[src/rtl/mult_check_engine.sv]
// Shift-add self-checking engine: recomputes a*b over WIDTH cycles, compares it against
// the product reported by a candidate multiplier, and keeps pass/fail statistics.
module mult_check_engine #(
  parameter int WIDTH = 8,
  parameter int CNT_W = 16
) (
  input  logic               clk,
  input  logic               rst_n,
  input  logic               in_valid,
  output logic               in_ready,
  input  logic [WIDTH-1:0]   in_a,
  input  logic [WIDTH-1:0]   in_b,
  input  logic [2*WIDTH-1:0] in_p,
  input  logic               clear_cnt,
  output logic               res_valid,
  output logic               res_mismatch,
  output logic [2*WIDTH-1:0] res_expected,
  output logic [CNT_W-1:0]   pass_cnt,
  output logic [CNT_W-1:0]   fail_cnt,
  output logic               fail_seen,
  output logic [WIDTH-1:0]   first_fail_a,
  output logic [WIDTH-1:0]   first_fail_b,
  output logic [2*WIDTH-1:0] first_fail_p
);

  localparam int PW = 2 * WIDTH;
  localparam int CW = (WIDTH > 1) ? $clog2(WIDTH) : 1;

  typedef enum logic {
    IDLE = 1'b0,
    MUL  = 1'b1
  } state_t;

  state_t            state_q, state_d;
  logic [PW-1:0]     a_sh_q, a_sh_d;
  logic [WIDTH-1:0]  b_sh_q, b_sh_d;
  logic [PW-1:0]     p_lat_q, p_lat_d;
  logic [WIDTH-1:0]  a_lat_q, a_lat_d;
  logic [WIDTH-1:0]  b_lat_q, b_lat_d;
  logic [PW-1:0]     acc_q, acc_d;
  logic [CW-1:0]     cnt_q, cnt_d;
  logic              res_valid_q, res_valid_d;
  logic              res_mismatch_q, res_mismatch_d;
  logic [PW-1:0]     res_expected_q, res_expected_d;
  logic [CNT_W-1:0]  pass_cnt_q, pass_cnt_d;
  logic [CNT_W-1:0]  fail_cnt_q, fail_cnt_d;
  logic              fail_seen_q, fail_seen_d;
  logic [WIDTH-1:0]  ff_a_q, ff_a_d;
  logic [WIDTH-1:0]  ff_b_q, ff_b_d;
  logic [PW-1:0]     ff_p_q, ff_p_d;

  logic [PW-1:0]     acc_next;
  logic              done;
  logic              mismatch_now;

  always_comb begin
    acc_next     = acc_q + (b_sh_q[0] ? a_sh_q : '0);
    done         = (state_q == MUL) && (cnt_q == CW'(WIDTH - 1));
    mismatch_now = (acc_next != p_lat_q);

    state_d        = state_q;
    a_sh_d         = a_sh_q;
    b_sh_d         = b_sh_q;
    p_lat_d        = p_lat_q;
    a_lat_d        = a_lat_q;
    b_lat_d        = b_lat_q;
    acc_d          = acc_q;
    cnt_d          = cnt_q;
    res_valid_d    = 1'b0;
    res_mismatch_d = res_mismatch_q;
    res_expected_d = res_expected_q;
    pass_cnt_d     = pass_cnt_q;
    fail_cnt_d     = fail_cnt_q;
    fail_seen_d    = fail_seen_q;
    ff_a_d         = ff_a_q;
    ff_b_d         = ff_b_q;
    ff_p_d         = ff_p_q;

    case (state_q)
      IDLE: begin
        if (in_valid) begin
          a_sh_d  = {{WIDTH{1'b0}}, in_a};
          b_sh_d  = in_b;
          p_lat_d = in_p;
          a_lat_d = in_a;
          b_lat_d = in_b;
          acc_d   = '0;
          cnt_d   = '0;
          state_d = MUL;
        end
      end
      MUL: begin
        acc_d  = acc_next;
        a_sh_d = a_sh_q << 1;
        b_sh_d = b_sh_q >> 1;
        cnt_d  = cnt_q + CW'(1);
        if (done) begin
          state_d        = IDLE;
          res_valid_d    = 1'b1;
          res_mismatch_d = mismatch_now;
          res_expected_d = acc_next;
          if (!mismatch_now) begin
            if (pass_cnt_q != '1) pass_cnt_d = pass_cnt_q + CNT_W'(1);
          end else begin
            if (fail_cnt_q != '1) fail_cnt_d = fail_cnt_q + CNT_W'(1);
            if (!fail_seen_q) begin
              fail_seen_d = 1'b1;
              ff_a_d      = a_lat_q;
              ff_b_d      = b_lat_q;
              ff_p_d      = p_lat_q;
            end
          end
        end
      end
      default: state_d = IDLE;
    endcase

    // Clear wins over a same-edge completion; the result itself is still reported.
    if (clear_cnt) begin
      pass_cnt_d  = '0;
      fail_cnt_d  = '0;
      fail_seen_d = 1'b0;
      ff_a_d      = '0;
      ff_b_d      = '0;
      ff_p_d      = '0;
    end
  end

  always_ff @(posedge clk or negedge rst_n) begin
    if (!rst_n) begin
      state_q        <= IDLE;
      a_sh_q         <= '0;
      b_sh_q         <= '0;
      p_lat_q        <= '0;
      a_lat_q        <= '0;
      b_lat_q        <= '0;
      acc_q          <= '0;
      cnt_q          <= '0;
      res_valid_q    <= 1'b0;
      res_mismatch_q <= 1'b0;
      res_expected_q <= '0;
      pass_cnt_q     <= '0;
      fail_cnt_q     <= '0;
      fail_seen_q    <= 1'b0;
      ff_a_q         <= '0;
      ff_b_q         <= '0;
      ff_p_q         <= '0;
    end else begin
      state_q        <= state_d;
      a_sh_q         <= a_sh_d;
      b_sh_q         <= b_sh_d;
      p_lat_q        <= p_lat_d;
      a_lat_q        <= a_lat_d;
      b_lat_q        <= b_lat_d;
      acc_q          <= acc_d;
      cnt_q          <= cnt_d;
      res_valid_q    <= res_valid_d;
      res_mismatch_q <= res_mismatch_d;
      res_expected_q <= res_expected_d;
      pass_cnt_q     <= pass_cnt_d;
      fail_cnt_q     <= fail_cnt_d;
      fail_seen_q    <= fail_seen_d;
      ff_a_q         <= ff_a_d;
      ff_b_q         <= ff_b_d;
      ff_p_q         <= ff_p_d;
    end
  end

  assign in_ready     = (state_q == IDLE);
  assign res_valid    = res_valid_q;
  assign res_mismatch = res_mismatch_q;
  assign res_expected = res_expected_q;
  assign pass_cnt     = pass_cnt_q;
  assign fail_cnt     = fail_cnt_q;
  assign fail_seen    = fail_seen_q;
  assign first_fail_a = ff_a_q;
  assign first_fail_b = ff_b_q;
  assign first_fail_p = ff_p_q;

endmodule
[config.mk]
export PLATFORM = sky130hd
export DESIGN_NAME = mult_check_engine
export DESIGN_NICKNAME = d
export VERILOG_FILES = /design/src/rtl/mult_check_engine.sv
export SDC_FILE = /design/constraint.sdc
export NUM_CORES = 1
export LEC_CHECK = 0
export CAP_MARGIN = 20
export CORE_MARGIN = 10
export CORE_UTILIZATION = 30
export DETAILED_ROUTE_END_ITERATION = 7
export HOLD_SLACK_MARGIN = 0.12
export MAX_ROUTING_LAYER = met4
export PLACE_DENSITY_LB_ADDON = 0.25
export SYNTH_ARGS = -nofsm -noshare
export SYNTH_HDL_FRONTEND = slang
export SYNTH_SLANG_ARGS = --single-unit
[constraint.sdc]
create_clock -name clk -period 12.95 [get_ports clk]
set_input_delay 2.59 -clock clk [delete_from_list [all_inputs] [get_ports clk]]
set_output_delay 2.59 -clock clk [all_outputs]
set_load 0.005 [all_outputs]
==> Implementation_results.wiki <==
{| class="wikitable"
! Metric !! Value
|-
| TritonCTS clock tree || done
|-
| Slack of the worst reg-to-reg path || 8.40 ns
|-
| Via density per instance || 4.87
|-
| Clk pin slew, worst setup/hold paths || 0.06 ns
|-
| Portion of the post-synthesis area used by sequential elements || 47.9%
|-
| Area grow syn2layout || 25.4%
|-
| Destination of the worst hold path || res_expected[0]$_DFFE_PN0P_
|-
| Placement row count || 60
|-
| Die width || 186 µm
|-
| Die height || 186 µm
|-
| Post-synthesis register bit count || 159
|-
| Largest net degree at the start of global routing || 114
|-
| Die footprint || 34700 µm²
|-
| Data arrival time of the critical path || 2.19 ns
|-
| Max frequency || 209 MHz
|-
| Most repeated cell in the gate-level netlist after synthesis || sky130_fd_sc_hd__dfrtp_1
|-
| Worst hold stages || 2
|-
| Longest Clk Path Bufs || 2
|-
| Final Hold Vio Count || 0
|-
| Combinational family with the most area after synthesis || simple AND/OR/NAND/NOR gates
|-
| Maximum ir drop on the vdd rail || 0.000100 V
|-
| RD Place Congestion || 0.848
|-
| HPWL after detailed placement || 15300 µm
|-
| # fillers || 2730
|-
| Clock H-tree levels || 4
|-
| Leakage power || 4.41 nW
|-
| Violation count after the first detailed-route iteration || 397
|-
| Worst slew margin relative to its limit || 33.7%
|-
| Synthesized area || 8300 µm²
|-
| Remaining antenna violation count after routing || 0
|-
| Max-slew violation count || 0
|-
| Global routing usage summed across all routing layers || 12.8%
|-
| CP Capture Type || primary output
|-
| Top cells by instance count after synthesis || 159 x sky130_fd_sc_hd__dfrtp_1, 97 x sky130_fd_sc_hd__nand2_1, 65 x sky130_fd_sc_hd__nand2b_1, 49 x sky130_fd_sc_hd__mux2i_1, 47 x sky130_fd_sc_hd__mux2_2
|-
| Logic pwr share || 32.1%
|-
| Fraction of synthesized cell area taken by the top area cell type || 47.9%
|-
| Biggest area contributors in the synthesized netlist || sky130_fd_sc_hd__dfrtp_1 48%, sky130_fd_sc_hd__mux2_2 6.4%, sky130_fd_sc_hd__mux2i_1 5.9%
|-
| Ports || 120
|-
| Type of the worst setup path || reg2out
|-
| Switching share of power || 34.3%
|-
| Arithmetic-cell share of the synthesized area counting full adders, half adders and majority gates || 3.10%
|-
| Final count of negative-setup-slack endpoints || 0
|-
| Later-pin clock latency in the skew report || 0.43 ns
|-
| Register cell area after layout || 3980 µm²
|-
| Number of gates resized after CTS || 0
|-
| Count of cells along the worst register-to-register path || 12
|-
| Initial standard-cell utilization of the core || 30.6%
|-
| Minimum clock period after layout || 4.78 ns
|-
| Power density relative to cell area || 175 nW/µm²
|-
| Class of the worst hold path || reg2reg
|-
| Main flop type after synthesis || sky130_fd_sc_hd__dfrtp_1
|-
| Internal power summed over all cells || 0.00120 W
|-
| Portion of netlist area occupied by mux cells || 12.3%
|-
| Simple-gate share of the synthesized area || 19.9%
|-
| Setup repair after global routing missed its margin || false
|-
| Antenna violations before repair || 1
|-
| Buffers on Ports || 119
|-
| FFs w/ async S/R, synth || 100%
|-
| Total Power || 0.00182 W
|-
| Gr ovfl total || 0
|-
| Share of total power in the clock network || 27.6%
|-
| Synthesized netlist net count || 870
|-
| Layout cells sized above 1 || 10.8%
|-
| Maximum fanout along the worst path || 57
|-
| Cells after synthesis || 814
|-
| Post-detailed-route DRC marker count || 0
|-
| P_sw || 0.000625 W
|-
| Reg-to-reg critical path endpoint || pass_cnt[5]$_DFFE_PN0P_
|-
| Compound-Gate Fraction of Synth Area || 10.9%
|-
| Share of total power in sequential cells || 40.2%
|-
| First-pass detailed-route iteration total || 4
|-
| Number of vias after detailed routing || 6319
|-
| Number of flops mapped to enable cells by yosys || 0
|-
| Net count of the finished layout || 967
|-
| Startpoint Class || flop
|-
| Overall routed net length || 21800 µm
|-
| CTS Hold Buffers Added || 0
|-
| Vias in the first global route || 6293
|-
| Drt wl/cell || 16.8 µm
|-
| Most area-hungry cell type in the Yosys netlist || sky130_fd_sc_hd__dfrtp_1
|-
| Result of the run || complete, no violations
|-
| Post-synthesis xor/xnor area fraction || 2.98%
|-
| Worst Tran Pin Value || 0.994 ns
|-
| Reg2Reg Launch Point || b_sh_q[0]$_DFFE_PN0P_
|-
| Number of max-capacitance violations reported || 0
|-
| Worst setup skew after layout || 0.0130 ns
|-
| Average cell area after synthesis || 10.2 µm²
|-
| Global-route wire length before repair || 35400 µm
|-
| CTS root buf || sky130_fd_sc_hd__clkbuf_16
|-
| Min-delay src || res_expected[0]$_DFFE_PN0P_
|-
| Core area || 27100 µm²
|-
| Required time of the critical path || 10.36 ns
|-
| Part of the cycle the worst path needs || 36.9%
|-
| CTS sink cnt || 159
|-
| Post-CTS Setup Bufs || 0
|-
| Number of buffers created by CTS || 17
|-
| Distinct cells, synth || 54
|-
| Multi-input combinational cell area || 4110 µm²
|-
| Synthesis Warnings || 0
|-
| Setup total negative slack || 0 ns
|}
## metal layers
metal | global-route usage [%] | vias to the layer above | share of wire, %
li1 | - | 3059 | -
met1 | 16.4 | 3126 | 48
met2 | 20.0 | 116 | 48
met3 | 2.74 | 18 | 3.4
met4 | 3.41 | 0 | 1.3
met5 | - | - | 0
## power groups by stage
| stage | logic (W) | clock network [W] | registers, W |
|---|---|---|---|
| 2_1_floorplan | 0.000396 | 0 | 0.000715 |
| 3_3_place_gp | 0.000588 | 0 | 0.000741 |
| 3_5_place_dp | 0.000598 | 0 | 0.000743 |
| 4_1_cts | 0.000599 | 0.000516 | 0.000734 |
| 5_1_grt | 0.000659 | 0.000537 | 0.000752 |
| 6_report | 0.000585 | 0.000503 | 0.000733 |
## area by class of cell
type	instances	area share [%]
antenna	1	0.0240
multi-input combinational	596	39.4
clock buffer	17	4.09
clock inverter	15	1.44
tap	372	4.47
inverter	10	0.360
timing repair buffer	127	12.0
sequential	159	38.2
## critical path: stages (launching register included)
cell and delay [ns]:
sky130_fd_sc_hd__dfrtp_1 0.32, sky130_fd_sc_hd__buf_4 0.48, sky130_fd_sc_hd__inv_1 0.39, sky130_fd_sc_hd__clkdlybuf4s50_1 0.56
## metrics by stage
stage,setup slack (ns),std cells,util (%),hold slack [ns],instance area (µm²)
floorplan,8.81,814,-,0.452,8300
detailed placement,8.06,1264,36.3,0.465,9840
CTS,8.12,1296,38.4,0.483,10400
global route,7.96,1297,38.4,0.511,10400
finish,8.17,1297,38.4,0.477,10400
global placement,8.05,1264,36.3,0.460,9840
## state kept, by name, indices dropped and copies added (netlist names)
register,count
p_lat_q,16
pass_cnt,16
res_mismatch,1
res_expected,16
fail_cnt,16
first_fail_p,16
first_fail_b,8
state_q,1
a_lat_q,8
res_valid,1
b_lat_q,8
b_sh_q,8
acc_q,16
first_fail_a,8
fail_seen,1
cnt_q,3
a_sh_q,16
## worst max-delay path by stage
stage	from	endpoint	slack [ns]	cells after the start
4_1_cts	state_q$_DFF_PN0_	in_ready	8.12	3
2_1_floorplan	b_sh_q[0]$_DFFE_PN0P_	pass_cnt[10]$_DFFE_PN0P_	8.81	15
3_3_place_gp	in_valid	p_lat_q[9]$_DFFE_PN0P_	8.05	5
5_1_grt	state_q$_DFF_PN0_	in_ready	7.96	3
3_5_place_dp	in_valid	p_lat_q[9]$_DFFE_PN0P_	8.06	5
6_report	state_q$_DFF_PN0_	in_ready	8.17	3
## layout by cell type, fill, tap and decap left out, types with 3 or more instances in the layout
cell / n
sky130_fd_sc_hd__a211oi_1: 6
sky130_fd_sc_hd__a21o_1: 9
sky130_fd_sc_hd__a21oi_1: 25
sky130_fd_sc_hd__a22o_1: 16
sky130_fd_sc_hd__and2_1: 17
sky130_fd_sc_hd__and3_1: 9
sky130_fd_sc_hd__buf_4: 8
sky130_fd_sc_hd__clkbuf_16: 17
sky130_fd_sc_hd__clkdlybuf4s50_1: 117
sky130_fd_sc_hd__dfrtp_1: 159
sky130_fd_sc_hd__ha_1: 19
sky130_fd_sc_hd__inv_1: 10
sky130_fd_sc_hd__inv_6: 6
sky130_fd_sc_hd__inv_8: 3
sky130_fd_sc_hd__mux2_2: 47
sky130_fd_sc_hd__mux2i_1: 49
sky130_fd_sc_hd__nand2_1: 97
sky130_fd_sc_hd__nand2b_1: 65
sky130_fd_sc_hd__nand3_1: 24
sky130_fd_sc_hd__nand4_1: 4
sky130_fd_sc_hd__nor2_1: 38
sky130_fd_sc_hd__nor2b_1: 17
sky130_fd_sc_hd__nor3_1: 15
sky130_fd_sc_hd__nor3b_1: 5
sky130_fd_sc_hd__o211ai_1: 3
sky130_fd_sc_hd__o21ai_0: 39
sky130_fd_sc_hd__o31ai_1: 13
sky130_fd_sc_hd__or3_1: 4
sky130_fd_sc_hd__or4_1: 14
sky130_fd_sc_hd__xnor2_1: 13
sky130_fd_sc_hd__xor2_1: 10
## kinds of logic (layout without fill, tap and decap cells)
group                    Yosys count  count (layout)
AO/OA/AOI/OAI                    134             134
XOR/XNOR                          25              25
adder cells (fa/ha/maj)           20              20
buffers and inverters             59             169
flip-flops                       159             159
multiplexers                      96              96
other                              0               1
AND/OR/NAND/NOR                  321             321
Power figures use the tool's default switching activity.
